File: src/rtl/prbs31_data_generator.sv
// ============================================================================
// Module   : prbs31_data_generator
// Purpose  : PRBS31 (x^31 + x^28 + 1) 32-bit word source with single-shot and
//            periodic error injection plus a saturating injected-error count.
//            Define PRBS31_GEN_BURST_EN to replace inject_bit with inject_mask.
// Revision : 1.0 - initial release
// ============================================================================
`default_nettype none

module prbs31_data_generator #(
  parameter logic [30:0] SEED     = 31'h7FFF_FFFF,
  parameter int          PERIOD_W = 32
) (
  input  logic                clock,
  input  logic                reset,
  input  logic                enable,
  input  logic                seed_load,
  input  logic [30:0]         seed,
  input  logic                inject_pulse,
`ifdef PRBS31_GEN_BURST_EN
  input  logic [31:0]         inject_mask,
`else
  input  logic [4:0]          inject_bit,
`endif
  input  logic [PERIOD_W-1:0] inject_period,
  input  logic                count_clear,
  output logic [31:0]         data_out,
  output logic                data_valid,
  output logic [15:0]         inject_error_count,
  output logic                seed_err
);

  localparam logic [0:0]          c_st_idle    = 1'b0;
  localparam logic [0:0]          c_st_run     = 1'b1;
  localparam logic [PERIOD_W-1:0] c_period_one = {{(PERIOD_W-1){1'b0}}, 1'b1};

  logic [0:0]          r_state;
  logic [30:0]         r_history;
  logic [31:0]         r_data_out;
  logic                r_data_valid;
  logic [15:0]         r_count;
  logic                r_armed;
  logic [PERIOD_W-1:0] r_period_cnt;
  logic [PERIOD_W-1:0] r_period_prev;
  logic                r_seed_err;

  logic [0:0]          w_state_next;
  logic                w_emit;
  logic [62:0]         w_stream;
  logic [31:0]         w_word;
  logic                w_period_changed;
  logic [PERIOD_W-1:0] w_cnt_eff;
  logic                w_period_hit;
  logic [PERIOD_W-1:0] w_period_cnt_next;
  logic                w_inject;
  logic [31:0]         w_mask;
  logic [5:0]          w_inc;
  logic [5:0]          w_inc_eff;
  logic [16:0]         w_count_sum;
  logic [15:0]         w_count_next;

  always_comb begin
    w_state_next = r_state;
    case (r_state)
      c_st_idle: if (enable)  w_state_next = c_st_run;
      c_st_run:  if (!enable) w_state_next = c_st_idle;
      default:   w_state_next = c_st_idle;
    endcase
  end

  // A seed load steals the cycle: no word is produced while history reloads.
  assign w_emit = (w_state_next == c_st_run) && !seed_load;

  // Bits [30:0] are history s[n-31..n-1]; bits [62:31] are the new word.
  always_comb begin
    w_stream       = '0;
    w_stream[30:0] = r_history;
    for (int i = 0; i < 32; i++) begin
      w_stream[31+i] = w_stream[i] ^ w_stream[i+3];
    end
  end

  assign w_word = w_stream[62:31];

  // A period change restarts the count on the very cycle it is seen.
  assign w_period_changed = (inject_period != r_period_prev);
  assign w_cnt_eff        = w_period_changed ? '0 : r_period_cnt;
  assign w_period_hit     = w_emit && (inject_period != '0) &&
                            (w_cnt_eff == (inject_period - c_period_one));

  always_comb begin
    w_period_cnt_next = w_cnt_eff;
    if (inject_period == '0) begin
      w_period_cnt_next = '0;
    end else if (w_emit) begin
      w_period_cnt_next = w_period_hit ? '0 : (w_cnt_eff + c_period_one);
    end
  end

`ifdef PRBS31_GEN_BURST_EN
  assign w_mask = inject_mask;
  assign w_inc  = 6'($countones(inject_mask));
`else
  assign w_mask = 32'd1 << inject_bit;
  assign w_inc  = 6'd1;
`endif

  // Pulse and periodic hit on the same word collapse into one injection.
  assign w_inject     = w_emit && (r_armed || inject_pulse || w_period_hit);
  assign w_inc_eff    = w_inject ? w_inc : 6'd0;
  assign w_count_sum  = {1'b0, r_count} + {11'd0, w_inc_eff};
  assign w_count_next = w_count_sum[16] ? 16'hFFFF : w_count_sum[15:0];

  always_ff @(posedge clock) begin
    if (reset) begin
      r_state       <= c_st_idle;
      r_history     <= SEED;
      r_data_out    <= '0;
      r_data_valid  <= 1'b0;
      r_count       <= '0;
      r_armed       <= 1'b0;
      r_period_cnt  <= '0;
      r_period_prev <= '0;
      r_seed_err    <= 1'b0;
    end else begin
      r_state       <= w_state_next;
      r_data_valid  <= w_emit;
      r_period_prev <= inject_period;
      r_period_cnt  <= w_period_cnt_next;
      if (seed_load) begin
        r_history <= (seed == '0) ? SEED : seed;
        if (seed == '0) r_seed_err <= 1'b1;
      end else if (w_emit) begin
        r_history <= w_stream[62:32];
      end
      // Corruption touches only the output register, never the history.
      if (w_emit) begin
        r_data_out <= w_word ^ (w_inject ? w_mask : 32'd0);
        r_armed    <= 1'b0;
      end else begin
        r_armed    <= r_armed | inject_pulse;
      end
      r_count <= count_clear ? 16'd0 : w_count_next;
    end
  end

  assign data_out           = r_data_out;
  assign data_valid         = r_data_valid;
  assign inject_error_count = r_count;
  assign seed_err           = r_seed_err;

endmodule

`default_nettype wire

File: config.mk
export PLATFORM = sky130hd
export DESIGN_NAME = prbs31_data_generator
export DESIGN_NICKNAME = d
export VERILOG_FILES = /design/src/rtl/prbs31_data_generator.sv
export SDC_FILE = /design/constraint.sdc
export NUM_CORES = 1
export LEC_CHECK = 0
export ABC_AREA = 0
export BUFFER_PORTS_ARGS = -buffer_cell sky130_fd_sc_hd__buf_2
export CELL_PAD_IN_SITES_DETAIL_PLACEMENT = 0
export CELL_PAD_IN_SITES_GLOBAL_PLACEMENT = 1
export CORE_MARGIN = 10
export CORE_UTILIZATION = 46
export CTS_CLUSTER_SIZE = 28
export DETAILED_ROUTE_END_ITERATION = 8
export GPL_ROUTABILITY_DRIVEN = 1
export HOLD_SLACK_MARGIN = 0.02
export PLACE_DENSITY = 0.94
export RECOVER_POWER = 50
export SETUP_SLACK_MARGIN = 0.4
export SLEW_MARGIN = 20
export SYNTH_ARGS = -nofsm -noshare
export SYNTH_HDL_FRONTEND = slang
export SYNTH_SLANG_ARGS = --single-unit
File: constraint.sdc
create_clock -name clock -period 7.9 [get_ports clock]
set_clock_uncertainty 0.2 [all_clocks]
set_input_delay 1.58 -clock clock [delete_from_list [all_inputs] [get_ports clock]]
set_output_delay 1.58 -clock clock [all_outputs]
set_load 0.1 [all_outputs]
==> results.json <==
{
  "status": "complete, but fails checks",
  "violations": "max-capacitance violations, max-slew violations",
  "yosysWarnings": 0,
  "cts_resized": 0,
  "synthMuxAreaShare_pct": 0.607,
  "crit_type": "in -> reg",
  "coreArea_um2": 18000,
  "rsz0062_at_grt": "false",
  "m1WireLength_um": 10800,
  "postSynth.asyncResetShare_pct": 0,
  "grt_usage_pct": 20.6,
  "port_buffers": 123,
  "rows": 49,
  "die_height_um": 156,
  "critPathRequiredTime_ps": 8080,
  "met3_length_um": 1720,
  "postCtsHoldBufs": 0,
  "hold_path_class": "reg -> reg",
  "p_leak_nw": 3.47,
  "clkSinkCount": 146,
  "synth_commonest_cells": "dfxtp_1, nor2_1, nand2_1",
  "crit_path_max_fanout": 13,
  "top_layer": "met4",
  "post-cts-setup-buffers": 0,
  "routedWlPerCell_um": 18.9,
  "drive_gt1_share_pct": 13.1,
  "maxSlewHeadroom_pct": -92.7,
  "r2r_slack_ps": 2890,
  "synth_fa_ha_area_share_pct": 0.740,
  "synth_area_leaders": "dfxtp_1, xor2_1, xnor2_1",
  "grt_max_degree": 65,
  "yosys_register_bits": 146,
  "routabilityCongestion": 1.02,
  "grt.overflow.total": 0,
  "synth_edf_count": 0,
  "synth_compound_area_share_pct": 15.1,
  "synth.avg_cell_area_um2": 8.24,
  "routed-wl-met2_um": 12500,
  "max_freq_mhz": 160,
  "postRouteWirelength_um": 25600,
  "synth_nets": 1105,
  "ys_seq_area_share_pct": 34.6,
  "start_util_pct": 46.9,
  "cts_tree": "built",
  "drv_slew": 65,
  "clockBufferDepth": 2,
  "synth-simple-area-share_pct": 30.7,
  "dieArea_um2": 24200,
  "ios": 124,
  "powerDensity_nw_per_um2": 203,
  "nNetsFinal": 1186,
  "fin_crit_sh_pct": 79.0,
  "drv_cap": 2,
  "final_hold_viol_count": 0,
  "worst_slew_pin_slew_ps": 2890,
  "antenna_left": 0,
  "cp_data_arrival_time_ps": 6420,
  "dr.first_iter.drc_count": 787,
  "drt-pass1-iter-count": 6,
  "clk_latency_ps": 440,
  "ir_worst_vdd_v": 0.000166,
  "drc": 0,
  "dieWidth_um": 156,
  "finalSetupViolCount": 0,
  "dp_hpwl_um": 18100,
  "final.setup.tns_ps": 0,
  "h-tree-depth": 4,
  "area_delta_synth_final_pct": 14.2,
  "vias_per_cell": 5.87,
  "netlist_area_um2": 8460,
  "cts_root_buffer": "clkbuf_16",
  "synth_cells": 1026,
  "end_kind": "register",
  "synth_top_area_share_pct": 34.6,
  "synth_cell_type_count": 78,
  "synth-xor-area-share_pct": 14.4,
  "grt_pass1_vias": 7538,
  "numCtsBuffers": 17,
  "antenna_found_initial": 0,
  "synth_top_family_by_area": "simple AND/OR/NAND/NOR gates",
  "clk_pin_slew_worst_paths_ps": 60,
  "min_period_ps": 6240,
  "yosysMostFrequentCell": "dfxtp_1",
  "holdWs_ps": 254,
  "worstSetupStartpointType": "primary input",
  "ys.flop_type": "dfxtp_1",
  "antenna_cells": 0,
  "yosysTopAreaCell": "dfxtp_1",
  "vias": 7924,
  "grt_pass1_wl_um": 40600
}
-- power breakdown --
group,switching [mW],internal (mW),total [mW]
sequential,0.0269,0.771,0.798
clock,0.353,0.473,0.826
combinational,0.240,0.0969,0.337
total,0.621,1.34,1.96
-- worst paths after layout --
path / start / endpoint / depth (start not counted)
hold / removal: r_armed / r_armed / 1
hold reg to reg: r_armed / r_armed / 1
setup / recovery: inject_period[0] / inject_error_count[10] / 19
setup reg to reg: r_period_prev[25] / inject_error_count[10] / 16
-- layout by cell type, fill, tap and decap left out, types with 10 or more instances in the layout --
master     synthesis  routed
dfxtp_1          146     146
nor2_1           104     102
nand2_1           94      94
xor2_1            75      75
buf_2             13      73
xnor2_1           61      61
a21oi_1           54      54
clkbuf_1          45      52
nand3_1           50      50
nor3_1            47      47
nand4_1           41      41
nor2b_1           35      35
a211oi_1          31      31
a211o_1           26      26
nor4_1            23      23
nand3b_1          20      20
clkbuf_16          0      17
or3_1             10      10
and3_1            10      10
-- flip-flops by register name, summed over array words and instances, names as in the netlist --
| register | flops |
|---|---|
| data_out | 32 |
| r_period_cnt | 32 |
| r_period_prev | 32 |
| r_history | 31 |
| inject_error_count | 16 |
| data_valid | 1 |
| r_armed | 1 |
| seed_err | 1 |
-- through the flow --
| stage | util [%] | power [mW] | worst slack (ps) | std cells | area, um2 |
|---|---|---|---|---|---|
| finish | 53.6 | 1.96 | 1660 | 1349 | 9660 |
| global route | 53.6 | 2.03 | 1180 | 1349 | 9660 |
| CTS | 54.0 | 1.97 | 1690 | 1349 | 9730 |
| detailed placement | 50.7 | 1.15 | 1300 | 1317 | 9130 |
| global placement | 50.7 | 1.15 | 1420 | 1317 | 9130 |
| floorplan | - | 1.06 | 1900 | 1026 | 8460 |
-- final cells by class --
class / instances / area (um2)
fillers: 1722 / 8370
multi-input cells: 801 / 5200
flip-flops and latches: 146 / 2920
repair buffers: 132 / 613
clock buffers: 17 / 425
well taps: 229 / 287
clock inverters: 15 / 170
inverters: 9 / 33.8
-- layer usage --
metal  vias up  global-route usage (%)
met3        37                    5.10
met4         0                    5.88
met1      3729                    25.2
li1       3853                       -
met2       305                    35.2
met5         -                       0
-- logic make-up after synthesis --
kind of cell    after synthesis
fa+ha+maj                     5
simple gates                481
buf+inv                      79
flops                       146
xor+xnor                    137
compound gates              173
mux                           5
-- critical path, stage by stage --
cell,delay (ps)
buf_2,160
inv_1,120
ha_1,200
nor3b_2,320
nand3_1,430
nor4b_1,500
xnor2_1,190
nor2_1,70
or3_1,340
a211oi_1,490
nand4_4,250
nand2_2,150
ha_1,220
nand2_1,120
nor3_1,290
and3_1,270
nand3_1,390
o21a_1,240
nor2_1,70
Note: power is estimated with default switching activity, not from simulation.
